File: src/rtl/vectored_interrupt_controller.sv
`default_nettype none
// ============================================================================
// vectored_interrupt_controller: prioritised, nestable interrupt entry with pipeline drain
// Revision: 1.0
// ============================================================================
module vectored_interrupt_controller #(
  parameter int          NUM_SRC      = 4,
  parameter int          DRAIN_CYCLES = 3,
  parameter logic [31:0] VEC_BASE     = 32'h18,
  parameter int          VEC_STRIDE   = 4,
  parameter int          ID_W         = $clog2(NUM_SRC)
) (
  input  logic               clk,
  input  logic               reset,
  input  logic [NUM_SRC-1:0] irq_in,
  input  logic [NUM_SRC-1:0] enable,
  input  logic [NUM_SRC-1:0] edge_mode,
  input  logic               global_en,
  input  logic               stall,
  input  logic               cancel,
  input  logic               eoi,
  input  logic [ID_W-1:0]    eoi_id,
  output logic               take,
  output logic [ID_W-1:0]    take_id,
  output logic [31:0]        vector_pc,
  output logic               stall_d,
  output logic               flush_d,
  output logic               busy,
  output logic [NUM_SRC-1:0] in_service
);

  localparam int CNT_W = (DRAIN_CYCLES > 1) ? $clog2(DRAIN_CYCLES) : 1;
  localparam logic [CNT_W-1:0] CNT_INIT = CNT_W'(DRAIN_CYCLES - 1);

  typedef enum logic [1:0] {
    IDLE  = 2'd0,
    DRAIN = 2'd1,
    TAKE  = 2'd2
  } state_t;

  state_t             state, state_nxt;
  logic [NUM_SRC-1:0] irq_sync, irq_prev, edge_pend, edge_pend_nxt;
  logic [NUM_SRC-1:0] pending, below_ceil, eligible, in_service_nxt;
  logic [ID_W-1:0]    cand_id, cand_nxt, best;
  logic [CNT_W-1:0]   cnt, cnt_nxt;
  logic               any_elig;

  // A source is only eligible if no equal-or-higher priority source is in service.
  always_comb begin
    logic seen;
    seen       = 1'b0;
    below_ceil = '0;
    for (int i = 0; i < NUM_SRC; i++) begin
      below_ceil[i] = ~seen & ~in_service[i];
      seen          = seen | in_service[i];
    end
    pending  = (edge_mode & edge_pend) | (~edge_mode & irq_sync);
    eligible = pending & enable & below_ceil & {NUM_SRC{global_en & ~cancel}};
    any_elig = |eligible;
    best     = '0;
    for (int i = NUM_SRC - 1; i >= 0; i--) begin
      if (eligible[i]) best = ID_W'(i);
    end
  end

  always_comb begin
    state_nxt = state;
    cand_nxt  = cand_id;
    cnt_nxt   = cnt;
    take      = 1'b0;
    flush_d   = 1'b0;
    stall_d   = 1'b0;
    case (state)
      IDLE: begin
        if (any_elig && !stall) begin
          cand_nxt  = best;
          cnt_nxt   = CNT_INIT;
          state_nxt = DRAIN;
        end
      end
      DRAIN: begin
        stall_d = 1'b1;
        if (!eligible[cand_id]) begin
          state_nxt = IDLE;
        end else begin
          // Pre-emption by a higher source keeps the drain progress already made.
          if (best < cand_id) cand_nxt = best;
          if (!stall) begin
            if (cnt == '0) state_nxt = TAKE;
            else           cnt_nxt   = cnt - CNT_W'(1);
          end
        end
      end
      TAKE: begin
        take      = 1'b1;
        flush_d   = 1'b1;
        state_nxt = IDLE;
      end
      default: state_nxt = IDLE;
    endcase
  end

  // EOI clears first so a same-cycle take of the same ID wins; edge sets win over take clears.
  always_comb begin
    in_service_nxt = in_service;
    edge_pend_nxt  = edge_pend;
    if (eoi && ({1'b0, eoi_id} < (ID_W + 1)'(NUM_SRC))) in_service_nxt[eoi_id] = 1'b0;
    if (state == TAKE) begin
      in_service_nxt[cand_id] = 1'b1;
      edge_pend_nxt[cand_id]  = 1'b0;
    end
    edge_pend_nxt = edge_pend_nxt | (edge_mode & irq_sync & ~irq_prev);
  end

  always_ff @(posedge clk) begin
    if (reset) begin
      state      <= IDLE;
      cand_id    <= '0;
      cnt        <= '0;
      irq_sync   <= '0;
      irq_prev   <= '0;
      edge_pend  <= '0;
      in_service <= '0;
    end else begin
      state      <= state_nxt;
      cand_id    <= cand_nxt;
      cnt        <= cnt_nxt;
      irq_sync   <= irq_in;
      irq_prev   <= irq_sync;
      edge_pend  <= edge_pend_nxt;
      in_service <= in_service_nxt;
    end
  end

  assign take_id   = cand_id;
  assign vector_pc = VEC_BASE + (32'(cand_id) * 32'(VEC_STRIDE));
  assign busy      = (state != IDLE);

endmodule
`default_nettype wire

File: config.mk
export PLATFORM = sky130hd
export DESIGN_NAME = vectored_interrupt_controller
export DESIGN_NICKNAME = d
export VERILOG_FILES = /design/src/rtl/vectored_interrupt_controller.sv
export SDC_FILE = /design/constraint.sdc
export NUM_CORES = 1
export LEC_CHECK = 0
export BUFFER_PORTS_ARGS = -buffer_cell sky130_fd_sc_hd__buf_2
export CORE_MARGIN = 2
export CORE_UTILIZATION = 44
export DETAILED_ROUTE_END_ITERATION = 16
export PLACE_DENSITY = 0.76
export SYNTH_ARGS = -nofsm -noshare
export SYNTH_HDL_FRONTEND = slang
export SYNTH_SLANG_ARGS = --single-unit
File: constraint.sdc
create_clock -name clk -period 5.7 [get_ports clk]
set_input_delay 1.425 -clock clk [delete_from_list [all_inputs] [get_ports clk]]
set_output_delay 1.425 -clock clk [all_outputs]
set_load 0.02 [all_outputs]
==> results.cfg <==
[run_status]
status = finished clean

[placement]
dpl.hpwl_mm = 2.04
portBuffers = 33
gp_congestion = 0.914
dp.cells = 219

[synthesis]
syn-cell-area_um2 = 1350
synth-edff-count = 0
ys_async_sr_fraction_pct = 0
ys_seq_elements = 22
synth-main-ff-cell = dfxtp_1
ys_seq_area_share_pct = 32.6
ys_types = 35
postSynthAreaPerCell_um2 = 8.44
synthCells = 160
yosysWarnings = 0

[setup_path]
worstPathRequired_ns = 5.91
critPathLaunchType = input port
worst-setup-path-type = input port to register
cp_slowest_cell = or4b_4
timing.rr.end = take_id[1]$_SDFFE_PP0P_
r2r-start = in_service[0]$_SDFF_PP0_
critPathMaxStageDelay_ns = 0.55
path_max_fanout = 4
cp_data_arrival_time_ns = 3.63
endpoint_kind = register
rr_worst_depth = 8
crit_chain = buf_2 -> or4b_4 -> nor4_1 -> ha_1 -> nand2b_1 -> a211oi_1 -> o32a_1 -> o211ai_1 -> o41ai_1
r2r_setup_slack_ns = 3.14

[timing]
fmax_ghz = 0.292
layout_worst_path_cycle_share_pct = 60.1
setup_viol = 0
hold_viol_final = 0
grt_setup_unrepaired = false
worst_pin_slew_ns = 0.505
finalSetupTns_ns = 0
period_minus_slack_ns = 3.43
maxSlewHeadroom_pct = 66.3
fin_skew_ns = 0.00521
finalMaxSlewViolations = 0

[clocking]
max-clock-path-buffers = 2
cts.sinks = 22
clkTransAtPathRegs_ns = 0.12
clk_latency_ns = 0.32
cts-root-buf = clkbuf_4
post_cts_buffers = 0
hold_buffers = 0
numCtsBuffers = 3
htree_levels = 1
post_cts_resized = 0
cts_tree = built

[floorplan]
num_rows = 20
pin_count = 62
core_area_um2 = 2980
start_util_pct = 45.3
die-area_um2 = 3530
die-width_um = 59.4
dieHeight_um = 59.4

[routing]
viasPerCell = 5.04
drc_errors = 0
first_pass_iters = 4
vias = 1123
drt_iter0_markers = 41
final_antenna_net_count = 0
wl_per_cell_um = 11.7
wl_mm = 2.61

[cells_and_area]
layout_commonest_cell = buf_2
fin_cells = 223
multi_input_area_um2 = 737
n_antenna_cell = 0
syn_to_final_growth_pct = 8.34
regArea_um2 = 440
mostFrequentLayoutCells = buf_2, conb_1, dfxtp_1, a21oi_1
nFillCells = 307
nets = 213
final_util_pct = 49.1
drive_gt1_share_pct = 25.3

[global_route]
first_global_vias = 954
antenna_found_initial = 0
grt_use_total_pct = 16.0
grt_max_degree = 25
grt-ovfl-total = 0
grt_first_pass_wirelength_mm = 4.17

[power_and_ir_drop]
power_density_nw_per_um2 = 226
ir_drop_mv = 0.0867
p_leak_nw = 0.662
p_total_mw = 0.331

[worst_hold_path]
min_path_type = register to register
hold_depth = 2
min_from = edge_pend[2]$_SDFF_PP0_
hold_end = edge_pend[2]$_SDFF_PP0_

[job]
maxCapViolations = 0
[flip-flops by register name, summed over array words and instances, names as in the netlist]
register and cells:
cnt 2, edge_pend 4, in_service 4, irq_prev 4, irq_sync 4, state 2, take_id 2
[worst max-delay path by stage]
stage / endpoint / start / depth (start not counted)
floorplan: take_id[1]$_SDFFE_PP0P_ / cancel / 8
global placement: take_id[1]$_SDFFE_PP0P_ / cancel / 9
detailed placement: take_id[1]$_SDFFE_PP0P_ / cancel / 9
CTS: take_id[1]$_SDFFE_PP0P_ / cancel / 9
global route: take_id[0]$_SDFFE_PP0P_ / cancel / 8
finish: take_id[1]$_SDFFE_PP0P_ / cancel / 9
[critical path, delay by kind of cell]
family | cells | cell delay (ns)
buffers and inverters | 1 | 0.12
AND/OR/NAND/NOR | 3 | 1.11
adder cells (fa/ha/maj) | 1 | 0.25
AO/OA/AOI/OAI | 4 | 0.71
[kinds of logic (layout without fill, tap and decap cells)]
group | after synthesis | count (layout) | synth area share (%)
compound gates | 32 | 32 | 17.2
fa+ha+maj | 2 | 2 | 1.85
buf+inv | 41 | 44 | 20.3
flops | 22 | 22 | 32.6
mux | 5 | 5 | 4.36
other cells | 1 | 28 | 0.278
simple gates | 57 | 57 | 23.4
[metrics by stage]
stage	hold WS [ns]	area (um2)	setup WS [ns]
global placement	0.460	1410	2.03
finish	0.486	1460	2.27
detailed placement	0.469	1410	1.96
CTS	0.488	1460	2.30
floorplan	0.449	1450	2.28
global route	0.516	1460	2.11
[cell type report]
type                            count  area share, %
Sequential cell                    22           30.1
Tap cell                           33           2.82
Timing Repair Buffer               33           11.3
Inverter                            7           1.80
Clock inverter                      1           2.05
Clock buffer                        3           1.54
Multi-Input combinational cell    124           50.4
[power by group]
group,internal [mW],switching [mW]
Combinational,0.0154,0.0332
Sequential,0.158,0.00224
Clock,0.0711,0.0510
[layer usage]
metal | wire length, um | vias to the layer above | GRT usage (%)
li1 | - | 555 | -
met1 | 1160 | 506 | 21.5
met2 | 1190 | 56 | 23.5
met3 | 207 | 6 | 3.93
met4 | 55 | 0 | 8.44
met5 | 0 | - | 0
[synth_stat cells (2+ instances only)]
library cell	instances	share of area [%]
buf_4	32	18
dfxtp_1	22	33
a21oi_1	13	4.8
nor2_1	11	3.1
nor2b_1	11	5.1
nand2_1	10	2.8
nand3_1	9	3.3
inv_1	7	1.9
o21ai_0	7	2.6
nand2b_1	4	1.9
mux2_2	3	2.5
a2111oi_2	2	2.2
a211oi_1	2	1.1
clkbuf_1	2	0.56
ha_1	2	1.9
nand3b_1	2	1.1
o41ai_1	2	1.3
or2_2	2	0.93
No activity file was read; power rests on OpenSTA's default activity.
